<file path="config.mk">
export PLATFORM = sky130hd
export DESIGN_NAME = quiz_scroller
export DESIGN_NICKNAME = d
export VERILOG_FILES = /design/src/rtl/quiz_scroller.sv
export SDC_FILE = /design/constraint.sdc
export NUM_CORES = 1
export LEC_CHECK = 0
export BUFFER_PORTS_ARGS = -buffer_cell sky130_fd_sc_hd__buf_2
export CAP_MARGIN = 20
export CORE_UTILIZATION = 41
export DETAILED_ROUTE_END_ITERATION = 10
export PLACE_DENSITY = 0.74
export SETUP_SLACK_MARGIN = 0.02
export SLEW_MARGIN = 20
export SYNTH_ARGS = -nofsm -noshare
export SYNTH_HDL_FRONTEND = slang
export SYNTH_SLANG_ARGS = --single-unit
</file>
<file path="constraint.sdc">
create_clock -name i_clk -period 4.8 [get_ports i_clk]
set_input_delay 0.24 -clock i_clk [delete_from_list [all_inputs] [get_ports i_clk]]
set_output_delay 0.24 -clock i_clk [all_outputs]
set_load 0.005 [all_outputs]
</file>
<file path="src/rtl/quiz_scroller.sv">
// quiz_scroller: holds N_ROWS problem rows, grades handwritten digits against the
// answer row, fetches new problems by req/valid, and animates a one-row scroll
// paced by the VGA end-of-frame.
module quiz_scroller #(
    parameter int N_ROWS    = 4,
    parameter int ROW_W     = 24,
    parameter int ANS_ROW   = 2,
    parameter int DIGIT_LSB = 0,
    parameter int ROW_H     = 150,
    parameter int STEP      = 3,
    parameter int H_END     = 640,
    parameter int V_END     = 480,
    parameter int SCORE_W   = 8
) (
    input  logic                      i_clk,
    input  logic                      i_rst_n,
    input  logic [10:0]               i_x,
    input  logic [10:0]               i_y,
    input  logic [3:0]                i_digit_answered,
    input  logic                      i_digit_identified,
    input  logic                      i_pause,
    input  logic [ROW_W-1:0]          i_prob,
    input  logic                      i_prob_valid,
    output logic                      o_prob_req,
    output logic [N_ROWS*ROW_W-1:0]   o_rows,
    output logic [2*N_ROWS-1:0]       o_marks,
    output logic [10:0]               o_displacement,
    output logic                      o_busy,
    output logic [SCORE_W-1:0]        o_score,
    output logic [SCORE_W-1:0]        o_streak,
    output logic                      o_overrun
);

    localparam int CNT_W = $clog2(ANS_ROW + 1);

    typedef enum logic [1:0] {FILL, IDLE, LOAD, SCROLL} state_t;

    state_t                         state_q, state_d;
    logic [CNT_W-1:0]               fill_cnt_q, fill_cnt_d;
    logic [N_ROWS-1:0][ROW_W-1:0]   rows_q, rows_d;
    logic [N_ROWS-1:0][1:0]         marks_q, marks_d;
    logic [10:0]                    disp_q, disp_d;
    logic [SCORE_W-1:0]             score_q, score_d;
    logic [SCORE_W-1:0]             streak_q, streak_d;
    logic                           pend_v_q, pend_v_d;
    logic [3:0]                     pend_q, pend_d;
    logic                           req_q, req_d;
    logic                           ovr_q, ovr_d;
    logic                           at_end_q;

    logic        at_end, tick, xfer, ans_v;
    logic [3:0]  ans, nib;
    logic [11:0] disp_sum;

    assign at_end   = (i_x == 11'(H_END)) && (i_y == 11'(V_END));
    assign tick     = at_end && !at_end_q;
    assign xfer     = req_q && i_prob_valid;
    assign nib      = rows_q[ANS_ROW][DIGIT_LSB +: 4];
    assign ans_v    = pend_v_q || i_digit_identified;
    assign ans      = pend_v_q ? pend_q : i_digit_answered;
    assign disp_sum = {1'b0, disp_q} + 12'(STEP);

    // Next-state logic for the FSM, row store, counters and pending buffer.
    always_comb begin
        state_d    = state_q;
        fill_cnt_d = fill_cnt_q;
        rows_d     = rows_q;
        marks_d    = marks_q;
        disp_d     = disp_q;
        score_d    = score_q;
        streak_d   = streak_q;
        pend_v_d   = pend_v_q;
        pend_d     = pend_q;
        req_d      = req_q;
        ovr_d      = 1'b0;

        case (state_q)
            FILL: begin
                if (fill_cnt_q < CNT_W'(ANS_ROW)) begin
                    if (xfer) begin
                        rows_d     = {rows_q[N_ROWS-2:0], i_prob};
                        marks_d    = {marks_q[N_ROWS-2:0], 2'b00};
                        req_d      = 1'b0;
                        fill_cnt_d = fill_cnt_q + CNT_W'(1);
                    end else begin
                        req_d = 1'b1;
                    end
                end else begin
                    rows_d  = {rows_q[N_ROWS-2:0], {ROW_W{1'b1}}};
                    marks_d = {marks_q[N_ROWS-2:0], 2'b00};
                    state_d = IDLE;
                end
            end
            IDLE: begin
                // A buffered answer wins; a strobe colliding with it is dropped.
                if (pend_v_q) begin
                    pend_v_d = 1'b0;
                    ovr_d    = i_digit_identified;
                end
                if (ans_v && nib != 4'hF) begin
                    rows_d[ANS_ROW][DIGIT_LSB +: 4] = ans;
                    if (ans == nib) begin
                        marks_d[ANS_ROW] = 2'b10;
                        if (score_q != '1)  score_d  = score_q + SCORE_W'(1);
                        if (streak_q != '1) streak_d = streak_q + SCORE_W'(1);
                    end else begin
                        marks_d[ANS_ROW] = 2'b01;
                        streak_d         = '0;
                    end
                    req_d   = 1'b1;
                    state_d = LOAD;
                end
            end
            LOAD: begin
                if (xfer) begin
                    rows_d[0] = i_prob;
                    req_d     = 1'b0;
                    state_d   = SCROLL;
                end
            end
            SCROLL: begin
                if (tick && !i_pause) begin
                    if (disp_sum >= 12'(ROW_H)) begin
                        rows_d  = {rows_q[N_ROWS-2:0], {ROW_W{1'b1}}};
                        marks_d = {marks_q[N_ROWS-2:0], 2'b00};
                        disp_d  = '0;
                        state_d = IDLE;
                    end else begin
                        disp_d = disp_sum[10:0];
                    end
                end
            end
            default: state_d = FILL;
        endcase

        if (state_q != IDLE && i_digit_identified) begin
            if (pend_v_q) begin
                ovr_d = 1'b1;
            end else begin
                pend_v_d = 1'b1;
                pend_d   = i_digit_answered;
            end
        end
    end

    // State registers with synchronous active-low reset.
    always_ff @(posedge i_clk) begin
        if (!i_rst_n) begin
            state_q    <= FILL;
            fill_cnt_q <= '0;
            rows_q     <= '1;
            marks_q    <= '0;
            disp_q     <= '0;
            score_q    <= '0;
            streak_q   <= '0;
            pend_v_q   <= 1'b0;
            pend_q     <= '0;
            req_q      <= 1'b0;
            ovr_q      <= 1'b0;
            at_end_q   <= 1'b0;
        end else begin
            state_q    <= state_d;
            fill_cnt_q <= fill_cnt_d;
            rows_q     <= rows_d;
            marks_q    <= marks_d;
            disp_q     <= disp_d;
            score_q    <= score_d;
            streak_q   <= streak_d;
            pend_v_q   <= pend_v_d;
            pend_q     <= pend_d;
            req_q      <= req_d;
            ovr_q      <= ovr_d;
            at_end_q   <= at_end;
        end
    end

    assign o_prob_req     = req_q;
    assign o_rows         = rows_q;
    assign o_marks        = marks_q;
    assign o_displacement = disp_q;
    assign o_busy         = (state_q != IDLE);
    assign o_score        = score_q;
    assign o_streak       = streak_q;
    assign o_overrun      = ovr_q;

endmodule
</file>
==> results.sh, run 1 <==
export IMPL_area_growth_pct=17.1
export IMPL_setup_tns_ns=0
export IMPL_cts_buffer_depth=2
export IMPL_worstReg2RegStart="o_displacement[0]"
export IMPL_synthFlopType="dfxtp_1"
export IMPL_synth_cell_types=51
export IMPL_grt_max_degree=83
export IMPL_cts_tree="done"
export IMPL_maxCapViolations=0
export IMPL_drtPass1Iterations=4
export IMPL_routed_wl_um=14200
export IMPL_whs_path_depth=3
export IMPL_clkTransAtPathRegs_ns=0.06
export IMPL_synth_avg_cell_area_um2=8.92
export IMPL_start_util=0.417
export IMPL_crit_arrival_ns=3.46
export IMPL_p_per_area_mw_per_mm2=503
export IMPL_post_cts_buffers=0
export IMPL_io_buffer_count=184
export IMPL_tightest_slew_ns=0.998
export IMPL_finalCritPeriodShare=0.650
export IMPL_insertion_delay_ns=0.42
export IMPL_vdd_ir_drop_worst_mv=0.287
export IMPL_synth_seq_cells=139
export IMPL_row_count=45
export IMPL_synth_area_leaders="dfxtp_1, mux2i_1, nor2_1"
export IMPL_max_freq_mhz=320
export IMPL_yosysSeqAreaShare=0.440
export IMPL_grt_pass1_wl_um=22300
export IMPL_htreeDepth=4
export IMPL_r2r_slack_ns=1.68
export IMPL_drtIter0Drc=243
export IMPL_grt_use_total=0.180
export IMPL_yosys_area_top_type="dfxtp_1"
export IMPL_setup_viol_count_final=0
export IMPL_fin_nets=877
export IMPL_gr_total_overflow=0
export IMPL_via_per_inst=4.90
export IMPL_slew_viol_final=0
export IMPL_die_h_um=126
export IMPL_postCtsHoldBufs=0
export IMPL_r2r_cells=10
export IMPL_yosysWarningCount=0
export IMPL_place_ws_ns=1.45
export IMPL_clock_root_buffer="clkbuf_16"
export IMPL_io_pins=189
export IMPL_crit_required_ns=5.14
export IMPL_layout_common_cells="buf_2, nor2_1, dfxtp_1"
export IMPL_worst_path_max_fanout=42
export IMPL_antenna_found_initial=0
export IMPL_vias=4954
export IMPL_synth_top_area_frac=0.440
export IMPL_setup_worst_path_start="o_displacement[0]"
export IMPL_finalHoldViolCount=0
export IMPL_core_mm2=0.0151
export IMPL_hp_class="input pin to flop"
export IMPL_fin_crit_ns=3.12
export IMPL_leakage_nw=3.34
export IMPL_path_class="flop to flop"
export IMPL_num_antenna_cells=0
export IMPL_drtAntennaViolNets=0
export IMPL_cts_sinks=139
export IMPL_final_layout_size_suffix_gt1_frac=0.278
export IMPL_r2r_end="o_rows[38]"
export IMPL_fin_ws_ns=1.68
export IMPL_grt_pass1_vias=4453
export IMPL_cts_buffers=17
export IMPL_dp_hpwl_um=9840
export IMPL_synth_edff_count=0
export IMPL_syn_area_mm2=0.00632
export IMPL_status="complete, no violations"
export IMPL_finClkSkew_ns=0.0118
export IMPL_routedWlPerCell_um=14.1
export IMPL_dieArea_mm2=0.0159
export IMPL_slew_headroom=0.333
export IMPL_layout_commonest_cell="buf_2"
export IMPL_critical_path_startpoint_type="flop"
export IMPL_place_gp_congestion=0.821
export IMPL_die_w_um=126
export IMPL_critPathCaptureType="flop"
export IMPL_drcViolationCount=0
export IMPL_cts_resized=0
export IMPL_crit_path_end="o_rows[38]"
export IMPL_rsz0062_at_grt="no"
export IMPL_synthCells=709
export IMPL_async_flop_share=0
final cells by class:
| type | instances | area (µm²) |
|---|---|---|
| clock buffers | 17 | 425 |
| fillers | 1456 | 7740 |
| flip-flops and latches | 139 | 2780 |
| repair buffers | 188 | 951 |
| well taps | 188 | 235 |
| inverters | 12 | 47.5 |
| clock inverters | 14 | 195 |
| multi-input cells | 454 | 2770 |
layer usage:
| metal | vias to the layer above | global-route usage | wire length (µm) |
|---|---|---|---|
| li1 | 2538 | - | - |
| met4 | 0 | 0.0872 | 339 |
| met3 | 24 | 0.0463 | 659 |
| met5 | - | 0 | 0 |
| met1 | 2246 | 0.223 | 6460 |
| met2 | 146 | 0.291 | 6780 |
registers in the layout, indices dropped and copies added, names as in the netlist, 2 cells and up:
signal / cells
pend_q: 4
fill_cnt_q: 2
o_displacement: 11
o_marks: 4
state_q: 2
o_rows: 96
o_score: 8
o_streak: 8
cell families (layout without fill, tap and decap cells):
logic type	after synthesis	after routing	synth area share
muxes	81	81	0.129
and+or+nand+nor	256	256	0.180
other	1	4	0.000593
buffers and inverters	119	231	0.125
AOI/OAI and AO/OA	84	84	0.0796
DFF	139	139	0.440
xor gates and xnor gates	19	19	0.0263
adders and majority gates	10	10	0.0198
metrics by stage:
| step | cells | power (mW) | cell area, µm² | hold slack, ns | utilization |
|---|---|---|---|---|---|
| detailed placement | 981 | 2.37 | 6780 | 0.454 | 0.448 |
| finish | 1012 | 3.73 | 7400 | 0.0524 | 0.489 |
| CTS | 1012 | 3.76 | 7400 | 0.0341 | 0.488 |
| global placement | 981 | 2.36 | 6780 | 0.447 | 0.448 |
| floorplan | 712 | 2.28 | 6330 | 0.387 | - |
| global route | 1012 | 3.91 | 7400 | 0.0381 | 0.489 |
report_power, final:
part / switching [mW] / internal (mW) / total [mW]
clock network: 0.510 / 0.868 / 1.38
registers: 0.0733 / 1.27 / 1.35
logic: 0.580 / 0.420 / 1.00
synthesized netlist by cell type, types with 3 or more instances:
cell type and instances:
buf_6 8, nand2_1 36, buf_2 4, o22ai_1 3
o21ai_1 4, a21oi_1 42, nor3b_1 4, nor4_1 5
nand2b_1 5, nor3_1 8, nand4_1 4, clkbuf_1 21
or3_1 4, nand3_1 12, xnor2_1 15, and3_1 10
ha_1 10, xor2_1 4, nand3b_1 3, o21a_1 4
dfxtp_1 139, nor2_1 154, buf_4 74, inv_1 12
mux2i_1 80, o21ai_0 11
worst max-delay path: stages (launching register included):
cell and delay [ns]:
dfxtp_1 0.45, inv_1 0.07, ha_1 0.27, nor4bb_1 0.16, a221oi_1 0.20, o21ai_0 0.13
a32o_1 0.25, a31o_2 0.33, o211ai_1 0.19, buf_4 0.63, mux2i_1 0.30
worst min path at each step:
| stage | start | end | slack, ns |
|---|---|---|---|
| 2_1_floorplan | i_digit_answered[0] | pend_q[0] | 0.39 |
| 3_3_place_gp | o_marks[6] | o_marks[6] | 0.45 |
| 3_5_place_dp | o_marks[6] | o_marks[6] | 0.45 |
| 4_1_cts | i_prob[3] | o_rows[3] | 0.03 |
| 5_1_grt | i_prob[18] | o_rows[18] | 0.04 |
| 6_report | i_prob[3] | o_rows[3] | 0.05 |
Note: power is estimated with default switching activity, not from simulation.
==> inputs of run 2 (changes only) <==
Settings changed: ABC_AREA set to 1, PLACE_DENSITY 0.74 to 0.73.
Clock period 4.8 ns to 2.95 ns, I/O delays scaled along.
==> run 2 against run 1 <==
Register-to-register slack lost 1.3 ns. Via count grew 23%. Combinational power grew to 2.9 times the previous value. Critical endpoint is now o_rows[72].
==> results.sh, run 2 <==
export IMPL_drtIter0Drc=437
export IMPL_die_h_um=130
export IMPL_layout_cells_non_filler=1227
export IMPL_synth_cell_types=37
export IMPL_fin_crit_ns=2.54
export IMPL_max_freq_mhz=394
export IMPL_crit_chain="inv_1 -> ha_1 -> inv_1 -> nand2_1 -> nor2_1 -> nand2_1 -> nand2_1 -> nand3_1 -> nor2_2 -> nand2_2 -> nand2_2 -> nand2_4 -> nand2_4 -> buf_4 -> o211ai_1"
export IMPL_whs_path_depth=3
export IMPL_synthFlopType="dfxtp_1"
export IMPL_insertion_delay_ns=0.42
export IMPL_place_ws_ns=0.439
export IMPL_worst_path_max_fanout=32
export IMPL_cts_sinks=139
export IMPL_crit_arrival_ns=2.80
export IMPL_yosysSeqAreaShare=0.415
export IMPL_rsz0062_at_grt="no"
export IMPL_setup_viol_count_final=0
export IMPL_routedWlPerCell_um=13.9
export IMPL_largest_reg_flops=96
export IMPL_path_class="flop to flop"
export IMPL_drtPass1Iterations=5
export IMPL_yosysWarningCount=0
export IMPL_p_per_area_mw_per_mm2=1020
export IMPL_status="complete, no violations"
export IMPL_r2r_end="o_rows[72]"
export IMPL_finalCritPeriodShare=0.860
export IMPL_hold_start="i_prob[2]"
export IMPL_antenna_found_initial=0
export IMPL_path_depth=15
export IMPL_core_mm2=0.0159
export IMPL_synth_seq_cells=139
export IMPL_via_per_inst=4.95
export IMPL_vias=6070
export IMPL_start_util=0.420
export IMPL_leakage_nw=3.79
export IMPL_dp_hpwl_um=11600
export IMPL_yosysMostFrequentCell="nand2_1"
export IMPL_synth_common_cells="nand2_1, nand3_1, dfxtp_1"
export IMPL_fin_ws_ns=0.412
export IMPL_gr_max_usage_layer="met2"
export IMPL_grt_pass1_wl_um=26300
export IMPL_clkTransAtPathRegs_ns=0.06
export IMPL_die_w_um=130
export IMPL_synth_avg_cell_area_um2=7.53
export IMPL_synth_edff_count=0
export IMPL_slew_viol_final=0
export IMPL_row_count=46
export IMPL_fin_nets=1064
export IMPL_layout_common_cells="nand2_1, buf_2, nand3_1"
export IMPL_grt_pass1_vias=5172
export IMPL_htreeDepth=4
export IMPL_routed_wl_um=17000
export IMPL_slew_headroom=0.539
export IMPL_setup_tns_ns=0
export IMPL_drtAntennaViolNets=0
export IMPL_hp_class="input pin to flop"
export IMPL_post_cts_buffers=0
export IMPL_io_pins=189
export IMPL_cts_buffers=17
export IMPL_synth_area_leaders="dfxtp_1, nand3_1, nand2_1"
export IMPL_crit_top_cell="nand2_1"
export IMPL_cp_top_family="simple AND/OR/NAND/NOR gates"
export IMPL_grt_max_degree=108
export IMPL_hold_end="o_rows[2]"
export IMPL_crit_required_ns=3.21
export IMPL_place_gp_congestion=0.924
export IMPL_critPathCaptureType="flop"
export IMPL_layout_commonest_cell="nand2_1"
export IMPL_worstReg2RegStart="o_displacement[0]"
export IMPL_io_buffer_count=184
export IMPL_synth_top_area_frac=0.415
export IMPL_tightest_slew_ns=0.691
export IMPL_grtUsageMet2=0.298
export IMPL_r2r_cells=15
export IMPL_met1_usage=0.279
export IMPL_drcViolationCount=0
export IMPL_maxCapViolations=0
export IMPL_finalHoldViolCount=0
export IMPL_syn_area_mm2=0.00670
export IMPL_synthCells=890
export IMPL_grt_use_total=0.201
export IMPL_use_met3=0.0418
export IMPL_r2r_slack_ns=0.41
export IMPL_num_antenna_cells=0
export IMPL_finClkSkew_ns=0.00916
export IMPL_max_stage_delay_ns=0.40
export IMPL_cts_tree="done"
export IMPL_final_layout_size_suffix_gt1_frac=0.260
export IMPL_cpMaxStageDelayCell="dfxtp_1"
export IMPL_crit_buf_inv=3
export IMPL_gr_total_overflow=0
export IMPL_dp_cells=1184
export IMPL_clock_root_buffer="clkbuf_16"
export IMPL_yosys_area_top_type="dfxtp_1"
export IMPL_vdd_ir_drop_worst_mv=0.432
export IMPL_critical_path_startpoint_type="flop"
export IMPL_holdWs_ns=0.0219
export IMPL_async_flop_share=0
export IMPL_area_growth_pct=19.2
export IMPL_dieArea_mm2=0.0169
export IMPL_cts_buffer_depth=2
run 2: cell types whose count changed in the layout (fill, tap and decap cells not counted), moves of 12 or more:
| cell | change |
|---|---|
| nand2_1 | +151 |
| a21oi_1 | -12 |
| mux2i_1 | -80 |
| inv_1 | +44 |
| dlygate4sd3_1 | +12 |
| o211ai_2 | +19 |
| xnor2_1 | -15 |
| nor2_1 | -80 |
| nand3_1 | +150 |
run 2: per-layer routing:
metal	vias to the layer above	wire [µm]
li1	3086	-
met1	2784	8220
met2	175	7650
met3	25	783
met4	0	387
met5	-	0
run 2: cell families after synthesis:
kind of cell	Yosys count	share of synthesized area
AO/OA/AOI/OAI	87	0.0948
adder cells (fa/ha/maj)	10	0.0187
other	1	0.000559
buffers and inverters	179	0.153
AND/OR/NAND/NOR	468	0.309
flip-flops	139	0.415
XOR/XNOR	6	0.00896
run 2: how the worst max path moves through the flow:
stage                 end  slack (ns)               from
3_5_place_dp   o_rows[72]        0.44  o_displacement[0]
2_1_floorplan  o_rows[10]        0.89  o_displacement[0]
3_3_place_gp   o_rows[74]        0.53  o_displacement[0]
5_1_grt        o_rows[74]        0.12  o_displacement[0]
4_1_cts        o_rows[74]        0.43  o_displacement[0]
6_report       o_rows[72]        0.41  o_displacement[0]
run 2: through the flow:
stage	cell area (µm²)	power (mW)	utilization
global route	7990	8.75	0.501
global placement	7240	5.84	0.454
floorplan	6720	5.29	-
detailed placement	7240	5.90	0.454
finish	7990	8.13	0.501
CTS	7990	8.20	0.501
run 2: final cells by class:
type	count	area, µm²
clock buffer	20	457
clock inverter	11	169
fill	1590	7950
inverter	60	225
multi-input combinational	575	2920
sequential	139	2780
tap	216	270
timing repair buffer	206	1170
run 2: worst register-to-register path: cells and delay by family (launching register included):
family / cells / cell delay, ns
AOI/OAI and AO/OA: 1 / 0.09
DFF: 1 / 0.40
and+or+nand+nor: 10 / 1.25
adders and majority gates: 1 / 0.24
buffers and inverters: 3 / 0.40
run 2: power breakdown:
group | internal (mW) | switching, mW | total, mW
Clock | 1.45 | 0.801 | 2.25
Combinational | 1.22 | 1.66 | 2.88
Sequential | 2.48 | 0.519 | 3.00
Total | 5.15 | 2.98 | 8.13
run 2: timing repair:
item / in CTS / in global routing
hold buffers: 12 / 0
endpoints found under the hold margin: 12 / 0
gates resized for setup: 0 / 0
endpoints found under the setup margin: 0 / 0
